File: src/rtl/prescalar_pkg.sv
// Shared definitions for the prescalar_gen clock-enable generator:
// channel state encoding and default build constants.
package prescalar_pkg;

    localparam int PRESC_DIV_W        = 8;
    localparam int PRESC_DEFAULT_DIV  = 1;
    localparam int PRESC_LOCK_PERIODS = 4;
    localparam int PRESC_LOCK_CNT_W   = 8;   // covers LOCK_PERIODS up to 255

    typedef enum logic [1:0] {
        CH_IDLE    = 2'd0,
        CH_LOCKING = 2'd1,
        CH_LOCKED  = 2'd2
    } ch_state_e;

endpackage

File: src/rtl/prescalar_chan.sv
// One prescaler channel: free-running divide-by-(D+1) counter producing a
// 0-degree enable at cnt==D and (with PRESCALAR_GEN_PHASE180_EN defined) a
// 180-degree enable at cnt==D>>1, plus a lock detector and a one-deep
// pending-divisor slot applied on period boundaries.
module prescalar_chan
    import prescalar_pkg::*;
#(
    parameter int DIV_W        = PRESC_DIV_W,
    parameter int DEFAULT_DIV  = PRESC_DEFAULT_DIV,
    parameter int LOCK_PERIODS = PRESC_LOCK_PERIODS
) (
    input  logic             clkin,
    input  logic             rst_n,
    input  logic             run,
    input  logic             wr,
    input  logic [DIV_W-1:0] wr_div,
    output logic             en,
    output logic             en180,
    output logic             locked,
    output logic             pend
);

    localparam logic [PRESC_LOCK_CNT_W-1:0] LOCK_LAST = PRESC_LOCK_CNT_W'(LOCK_PERIODS - 1);
    localparam logic [DIV_W-1:0]            DIV_RST   = DIV_W'(DEFAULT_DIV);

    ch_state_e                    state;
    logic [DIV_W-1:0]             cnt;
    logic [DIV_W-1:0]             div;
    logic [DIV_W-1:0]             pend_div;
    logic [PRESC_LOCK_CNT_W-1:0]  lock_cnt;

    logic                         term;
    logic                         apply;
    logic                         chg;
    logic [DIV_W-1:0]             cnt_nx;
    logic [DIV_W-1:0]             div_nx;

    // Next counter/divisor values; the enables are registered against these
    // so en/en180 line up with the cycle in which cnt holds the match value.
    always_comb begin
        term   = (cnt == div);
        apply  = run && pend && ((state == CH_IDLE) || term);
        chg    = (pend_div != div);
        cnt_nx = cnt + 1'b1;
        if (!run || (state == CH_IDLE) || term)
            cnt_nx = '0;
        div_nx = apply ? pend_div : div;
    end

    // Channel FSM, counter, pending slot and registered outputs.
    always_ff @(posedge clkin) begin
        if (!rst_n) begin
            state    <= CH_IDLE;
            cnt      <= '0;
            div      <= DIV_RST;
            pend_div <= '0;
            pend     <= 1'b0;
            lock_cnt <= '0;
            en       <= 1'b0;
            locked   <= 1'b0;
        end else begin
            cnt <= cnt_nx;
            div <= div_nx;
            en  <= run && (cnt_nx == div_nx);

            // Apply and a new write never coincide: writes need pend low.
            if (apply)
                pend <= 1'b0;
            if (wr) begin
                pend     <= 1'b1;
                pend_div <= wr_div;
            end

            if (!run) begin
                state    <= CH_IDLE;
                lock_cnt <= '0;
                locked   <= 1'b0;
            end else begin
                case (state)
                    CH_IDLE: begin
                        state    <= CH_LOCKING;
                        lock_cnt <= '0;
                        locked   <= 1'b0;
                    end
                    CH_LOCKING: begin
                        if (term) begin
                            if (apply && chg) begin
                                lock_cnt <= '0;
                            end else if (lock_cnt == LOCK_LAST) begin
                                state    <= CH_LOCKED;
                                locked   <= 1'b1;
                                lock_cnt <= '0;
                            end else begin
                                lock_cnt <= lock_cnt + 1'b1;
                            end
                        end
                    end
                    CH_LOCKED: begin
                        if (apply && chg) begin
                            state    <= CH_LOCKING;
                            locked   <= 1'b0;
                            lock_cnt <= '0;
                        end
                    end
                    default: begin
                        state    <= CH_IDLE;
                        lock_cnt <= '0;
                        locked   <= 1'b0;
                    end
                endcase
            end
        end
    end

`ifdef PRESCALAR_GEN_PHASE180_EN
    // Half-period enable, registered like en.
    always_ff @(posedge clkin) begin
        if (!rst_n)
            en180 <= 1'b0;
        else
            en180 <= run && (cnt_nx == (div_nx >> 1));
    end
`else
    assign en180 = 1'b0;
`endif

endmodule

File: src/rtl/prescalar_gen.sv
// Multi-channel clock-enable prescaler. Top level decodes the divisor-update
// handshake and fans it out to NUM_CH independent prescalar_chan instances.
// Optional feature macro: PRESCALAR_GEN_PHASE180_EN (enables en180_o).
module prescalar_gen
    import prescalar_pkg::*;
#(
    parameter int  NUM_CH       = 3,
    parameter int  DIV_W        = PRESC_DIV_W,
    parameter int  DEFAULT_DIV  = PRESC_DEFAULT_DIV,
    parameter int  LOCK_PERIODS = PRESC_LOCK_PERIODS,
    localparam int CH_W         = (NUM_CH > 1) ? $clog2(NUM_CH) : 1
) (
    input  logic              clkin,
    input  logic              rst_n,
    input  logic [NUM_CH-1:0] ch_en_i,
    input  logic              cfg_valid_i,
    output logic              cfg_ready_o,
    input  logic [CH_W-1:0]   cfg_ch_i,
    input  logic [DIV_W-1:0]  cfg_div_i,
    output logic [NUM_CH-1:0] en_o,
    output logic [NUM_CH-1:0] en180_o,
    output logic [NUM_CH-1:0] locked_o
);

    logic [NUM_CH-1:0] pend;
    logic [NUM_CH-1:0] wr;

    // Ready reflects the addressed channel's pending slot; an address past
    // the last channel stays ready and the write is silently dropped.
    always_comb begin
        cfg_ready_o = 1'b1;
        wr          = '0;
        for (int i = 0; i < NUM_CH; i++) begin
            if (cfg_ch_i == CH_W'(i)) begin
                cfg_ready_o = !pend[i];
                wr[i]       = cfg_valid_i && !pend[i];
            end
        end
    end

    for (genvar g = 0; g < NUM_CH; g++) begin : g_ch
        prescalar_chan #(
            .DIV_W        (DIV_W),
            .DEFAULT_DIV  (DEFAULT_DIV),
            .LOCK_PERIODS (LOCK_PERIODS)
        ) u_chan (
            .clkin  (clkin),
            .rst_n  (rst_n),
            .run    (ch_en_i[g]),
            .wr     (wr[g]),
            .wr_div (cfg_div_i),
            .en     (en_o[g]),
            .en180  (en180_o[g]),
            .locked (locked_o[g]),
            .pend   (pend[g])
        );
    end

endmodule
File: config.mk
export PLATFORM = sky130hd
export DESIGN_NAME = prescalar_gen
export DESIGN_NICKNAME = d
export VERILOG_FILES = /design/src/rtl/prescalar_pkg.sv /design/src/rtl/prescalar_chan.sv /design/src/rtl/prescalar_gen.sv
export SDC_FILE = /design/constraint.sdc
export NUM_CORES = 1
export LEC_CHECK = 0
export BUFFER_PORTS_ARGS = -buffer_cell sky130_fd_sc_hd__buf_4
export CORE_MARGIN = 1.5
export CORE_UTILIZATION = 30
export CTS_BUF_LIST = sky130_fd_sc_hd__clkbuf_8
export CTS_CLUSTER_SIZE = 20
export DETAILED_ROUTE_END_ITERATION = 6
export PLACE_DENSITY = 0.47
export SYNTH_ARGS = -nofsm -noshare
export SYNTH_HDL_FRONTEND = slang
export SYNTH_SLANG_ARGS = --single-unit
export TNS_END_PERCENT = 1
File: constraint.sdc
create_clock -name clkin -period 2.2 [get_ports clkin]
set_input_delay 0 -clock clkin [delete_from_list [all_inputs] [get_ports clkin]]
set_output_delay 0 -clock clkin [all_outputs]
set_load 0.05 [all_outputs]
### Word-level counts from Yosys, hierarchy flattened

Cells that the tools add are included.

* latch bits: 0
* output and inout port bits: 10
* memory bits (read-only): 0
* word-level logic and storage cells: 171
* memories kept: 0
* bits in writable memories: 0
* register bits: 111

* bitwise operators: 0
* order comparisons: 0
* multiplexer cells: 63
* equal/unequal tests: 32
* shift operators: 0
* add/subtract/negate cells: 6
* multiply operators: 0
* reductions and logical operators: 46
* div/mod/pow operators: 0

Operators by type and width (count)
* $mux W8: 18
* $add A8 B1 Y8 const B: 6
* $eq A8 B8 Y1: 6
* $pmux W8 S2: 3
* $eq A8 B2 Y1 const B: 3
* $mux W1: 24
* $mux W2: 12
* $ne A8 B8 Y1: 3
* $ne A2 B1 Y1 const B: 9
* $pmux W2 S3: 3
* $logic_and A1 B1 Y1: 15
* $reduce_and A2 Y1: 6
* $reduce_and A4 Y1: 3
* $logic_or A1 B1 Y1: 9
* $eq A2 B1 Y1 const B: 4
* $eq A2 B2 Y1 const B: 4
* $logic_not A2 Y1: 4
* $logic_not A1 Y1: 6
* $ne A2 B2 Y1 const B: 3
* $pmux W1 S2: 3
* $reduce_bool A2 Y1: 3

### Logic depth before layout (Yosys ltp)

* depth after elaboration: 7
* depth in mapped cells: 11
* gate-level depth less buffers: 8

### By module

From an unflattened synthesis, not the netlist that was laid out.

* cell total of the unflattened synthesis: 681
* area, all modules: 6394.9 µm²

By module, submodules not included
* prescalar_chan (g_ch[0].u_chan ...): area each 2135.8 µm², seq. area each 720.7 µm², times used 2, cells an instance 225
* prescalar_chan (g_ch[2].u_chan): area each 2067.0 µm², seq. area each 720.7 µm², times used 1, cells an instance 225
* prescalar_gen: area each 56.3 µm², seq. area each 0.0 µm², times used 1, cells an instance 6

### Worst setup path before layout

OpenSTA, ideal clock, no wires.

* path type: reg-to-reg
* start point: reg g_ch[0].u_chan.cnt[0]
* end point: reg g_ch[0].u_chan.en
* period minus slack after synthesis: 2.336 ns
* arrival: 2.244 ns
* setup slack: -0.136 ns
* cell stages (with the launch flop): 11
* setup time: 0.092 ns
* cells stage by stage: dfxtp_1 buf_2 xnor2_1 nand4_1 or2_1 buf_2 a21oi_2 mux2_1 xor2_1 or3_1 nor4_1

* word-level cells in the longest chain between the ends: 6
* elaborated cells between the ends (all ways): 9
* classes of those cells: 1 x add/sub; 2 x eq/ne; 2 x mux; 4 x reduce/logical

RTL lines
* start: declaration: line prescalar_chan.sv:27 `logic [DIV_W-1:0] cnt;`
* start signal: assignment: line prescalar_chan.sv:62 `cnt <= cnt_nx;`
* branches (longest 4 deep; another with $add A8 B1 Y8)
* $eq A8 B8 Y1 (*): line prescalar_chan.sv:64 `en <= run && (cnt_nx == div_nx);`
* $logic_and A1 B1 Y1 (*): line prescalar_chan.sv:64
* end signal: assignment: line prescalar_chan.sv:64
* end: declaration: line prescalar_chan.sv:17 `output logic en,`

Every way passes the cells marked *.
A chain may end at the register's enable or synchronous reset.

### Worst setup path in the final report

* start point: reg g_ch[0].u_chan.cnt[6]
* end point: reg g_ch[0].u_chan.en

The elaborated chain is that of the path after synthesis.

==> results_tabular.tex <==
\begin{tabular}{lr}
\hline
Metric & Value \\
\hline
\multicolumn{2}{l}{\textbf{Status}} \\
\quad Status & complete, but fails checks \\
\quad Violations in the final reports & negative setup slack \\
\multicolumn{2}{l}{\textbf{Routing}} \\
\quad Detailed Route WL & 14,130 microns \\
\quad Number of remaining DRC errors & 0 \\
\quad Via density per instance & 4.743 \\
\quad Wirelength per Cell & 14.07 microns \\
\quad Count of routing violations after the opening detailed-route iteration & 213 \\
\quad Vias after detailed routing & 4,762 \\
\quad Pre-antenna DRT Iters & 4 \\
\quad Final ANT Viol Nets & 0 \\
\multicolumn{2}{l}{\textbf{Floorplanning}} \\
\quad Initial Utilization & 0.3062 \\
\quad Core area & 18,710 sq um \\
\quad Standard-cell rows & 50 \\
\quad Floorplan die height & 141.2 microns \\
\quad Die boundary width & 141.2 microns \\
\quad Count of pins on the block boundary & 26 \\
\quad Die area & 19,930 sq um \\
\multicolumn{2}{l}{\textbf{Timing}} \\
\quad Worst path setup slack after routing & -164.8 ps \\
\quad Peak clock frequency supported by timing & 0.4229 GHz \\
\quad Post-Route Setup TNS & -317.9 ps \\
\quad Clock Skew & 7.711 ps \\
\quad Final number of setup-violating endpoints & 4 \\
\quad Pins over their slew limit & 0 \\
\quad Final Hold Fails & 0 \\
\quad Minimum clock period & 2365 ps \\
\quad Period utilization & 1.075 \\
\quad Unrepaired setup endpoints after global routing & true \\
\quad Relative slew slack & 0.5331 \\
\quad Slew at the pin closest to its max-slew limit & 695.1 ps \\
\multicolumn{2}{l}{\textbf{Global route}} \\
\quad First-pass GRT wire length & 23,280 microns \\
\quad Initial antenna violation count & 0 \\
\quad Congestion Overflow GR & 0 \\
\quad Largest net degree at the start of global routing & 28 \\
\quad Vias in the first global route & 4,853 \\
\quad Global routing usage summed across all routing layers & 0.1454 \\
\multicolumn{2}{l}{\textbf{Synth}} \\
\quad Count of different cell masters after synthesis & 65 \\
\quad Syn avg cell area & 8.867 sq um \\
\quad Post-synthesis cell count & 646 \\
\quad Post-Synthesis Cell Area & 5728 sq um \\
\quad Ys flop type & dfxtp\_1 \\
\quad Register area share after synthesis & 0.3775 \\
\quad Number of enable-type register cells in the synthesized netlist & 0 \\
\quad Share of flip-flops with an asynchronous set or reset after synthesis & 0 \\
\quad Total number of yosys warnings & 0 \\
\quad Synthesized flop and latch total & 108 \\
\multicolumn{2}{l}{\textbf{Clock tree}} \\
\quad CTS sink cnt & 108 \\
\quad Clock insertion delay at the later pin of the skew report & 380 ps \\
\quad Number of buffers on the longest clock path & 2 \\
\quad Num CTS Buffers & 9 \\
\quad Register clock-pin slew on the reported worst setup and hold paths & 100 ps \\
\quad Total number of H-tree levels & 3 \\
\quad Buffer cell driving the clock tree root & clkbuf\_8 \\
\quad TritonCTS clock tree & yes \\
\multicolumn{2}{l}{\textbf{Critical path}} \\
\quad Delay contributed by the slowest stage of the critical path & 360 ps \\
\quad CP Data Required Time & 2500 ps \\
\quad Cell-by-cell listing of the critical path & xnor2\_2 > nand4\_1 > or2\_4 > a21oi\_4 > buf\_12 > buf\_6 > mux2\_2 > xnor2\_2 > nand2\_1 > nor4\_4 \\
\quad CP arrival & 2670 ps \\
\quad Capturing element type of the critical path & flop \\
\quad CP Max Fanout & 6 \\
\quad Kind of critical path & flop to flop \\
\quad Category of the worst setup path launch point & flop \\
\quad Library cell contributing the largest single delay on the critical path & mux2\_2 \\
\quad Cell occurring most often along the worst timing path & xnor2\_2 \\
\multicolumn{2}{l}{\textbf{Power and ir drop}} \\
\quad Overall power consumption & 3.546 mW \\
\quad Peak supply drop & 0.2596 mV \\
\quad Power spent charging and discharging nets & 0.9324 mW \\
\quad Internal power summed over all cells & 2.613 mW \\
\quad Leakage Power & 2.966 nW \\
\quad Combinational cell fraction of total power & 0.121 \\
\quad Register share of total power & 0.568 \\
\quad Switching fraction of total power & 0.2630 \\
\quad Clock network fraction of design power & 0.311 \\
\quad Pwr/cell area & 485.3 nW/um\^{}2 \\
\multicolumn{2}{l}{\textbf{Hold path}} \\
\quad Min-delay worst type & primary input to flop \\
\multicolumn{2}{l}{\textbf{Finish}} \\
\quad Area occupied by registers & 2168 sq um \\
\quad Number of filler instances in the final layout & 1,874 \\
\quad Layout cell share with drive strength beyond 1 & 0.2481 \\
\quad Number of nets in the layout & 787 \\
\quad Total area of multi-input combinational cells & 3547 sq um \\
\quad Syn-to-layout area delta & 27.54\% \\
\quad Antenna cells & 0 \\
\multicolumn{2}{l}{\textbf{Place}} \\
\quad HPWL reported at the end of detailed placement & 10,610 microns \\
\quad Input/output buffers & 22 \\
\quad Routability cong. & 0.8034 \\
\multicolumn{2}{l}{\textbf{Run}} \\
\quad Number of violations of the max-capacitance limit & 0 \\
\hline
\end{tabular}
routing by layer:
layer / up-vias / global-route usage / part of all wire
li1: 2426 / - / -
met1: 2270 / 0.1916 / 0.50
met2: 50 / 0.2425 / 0.47
met3: 16 / 0.01766 / 0.020
met4: 0 / 0.05592 / 0.018
met5: - / 0 / 0
power groups by stage:
stage	clock (mW)	sequential, mW	combinational [mW]
after floorplan	0	2.06	0.244
after global placement	0	2.06	0.381
after detailed placement	0	2.06	0.386
after CTS	1.16	2.01	0.413
after global routing	1.23	2.02	0.468
final	1.10	2.01	0.430
sequential cells by signal (all words and copies together) (netlist names):
name / count
g_ch.u_chan.lock_cnt: 24
g_ch.u_chan.locked: 1
g_ch.u_chan.en: 3
g_ch.u_chan.state: 5
g_ch.u_chan.pend: 3
g_ch.u_chan.cnt: 24
g_ch.u_chan.div: 24
g_ch.u_chan.pend_div: 24
Yosys cell counts (10+ instances only):
cell type | instances | area [sq um]
dfxtp_1 | 108 | 2162
nor2_1 | 76 | 285.3
xor2_1 | 53 | 464.2
nand2_1 | 48 | 180.2
xnor2_1 | 48 | 420.4
mux2i_1 | 38 | 380.4
nor2b_1 | 35 | 219.0
nand3_1 | 24 | 120.1
and3_1 | 16 | 100.1
nand4_1 | 16 | 100.1
nor3_1 | 16 | 80.08
and2_1 | 15 | 93.84
clkbuf_1 | 14 | 52.55
inv_1 | 11 | 41.29
a21boi_0 | 10 | 75.07
a21oi_1 | 10 | 50.05
buf_4 | 10 | 75.07
layout make-up:
class,instances,area share
repair buffers,137,0.1497
inverters,11,0.005652
clock inverters,6,0.003425
clock buffers,10,0.01884
multi-input cells,498,0.4855
well taps,234,0.04008
flip-flops and latches,108,0.2968
critical path, delay by kind of cell, from the launching register on:
| kind | cells | cell delay, ps |
|---|---|---|
| XOR/XNOR | 2 | 330 |
| AO/OA/AOI/OAI | 1 | 170 |
| multiplexers | 1 | 360 |
| AND/OR/NAND/NOR | 4 | 830 |
| buffers and inverters | 2 | 240 |
| flip-flops | 1 | 350 |
final timing paths:
kind	cells after the start	slack (ps)	start	to
worst min-delay path	4	50	cfg_ch_i[0]	g_ch[0].u_chan.pend_div[3]$_SDFFE_PN0P_
worst min register to register	1	510	g_ch[0].u_chan.state[0]$_SDFFE_PN0P_	g_ch[0].u_chan.state[0]$_SDFFE_PN0P_
worst max-delay path	10	-160	g_ch[0].u_chan.cnt[6]$_SDFF_PN0_	g_ch[0].u_chan.en$_SDFF_PN0_
worst max register to register	10	-160	g_ch[0].u_chan.cnt[6]$_SDFF_PN0_	g_ch[0].u_chan.en$_SDFF_PN0_
layout by cell type, fill, tap and decap left out, drive strengths merged, types with 7 or more instances in the layout:
cell | netlist | final
xnor2 | 48 | 48
nor3 | 16 | 16
dfxtp | 108 | 108
o21ai | 8 | 8
nor4 | 8 | 8
nand2 | 48 | 48
nor2 | 76 | 76
xor2 | 53 | 53
nand3 | 24 | 24
dlygate4sd3 | 0 | 12
buf | 17 | 125
inv | 11 | 15
a21boi | 10 | 10
and2 | 15 | 15
nor2b | 35 | 35
and3 | 16 | 16
mux2i | 38 | 38
nand2b | 7 | 7
clkbuf | 14 | 10
nand4 | 16 | 16
a21oi | 12 | 12
cell families after synthesis:
kind of cell,after synthesis,synth area share
AOI/OAI and AO/OA,64,0.08257
xor gates and xnor gates,101,0.1544
adders and majority gates,6,0.01311
buffers and inverters,42,0.03975
DFF,108,0.3775
muxes,44,0.07885
other,1,0.0006547
and+or+nand+nor,280,0.2532
stage by stage:
step / instance area (sq um) / utilization / hold slack, ps / std cells / worst slack (ps)
finish: 7306 / 0.3906 / 53.86 / 1004 / -164.8
CTS: 7127 / 0.3810 / 30.94 / 1003 / -167.1
global route: 7306 / 0.3906 / 83.10 / 1004 / -242.4
floorplan: 5781 / - / 144.9 / 648 / -7.488
global placement: 6785 / 0.3627 / 303.0 / 972 / -180.3
detailed placement: 6785 / 0.3627 / 301.2 / 972 / -308.1
what timing repair did:
item                                    in CTS  in global routing
setup buffers                                3                  2
hold buffers                                12                  0
endpoints found under the hold margin       33                  0
endpoints found under the setup margin      18                 30
pin swaps                                    3                 11
resized for setup                            7                 32
No activity file was read; power rests on OpenSTA's default activity.
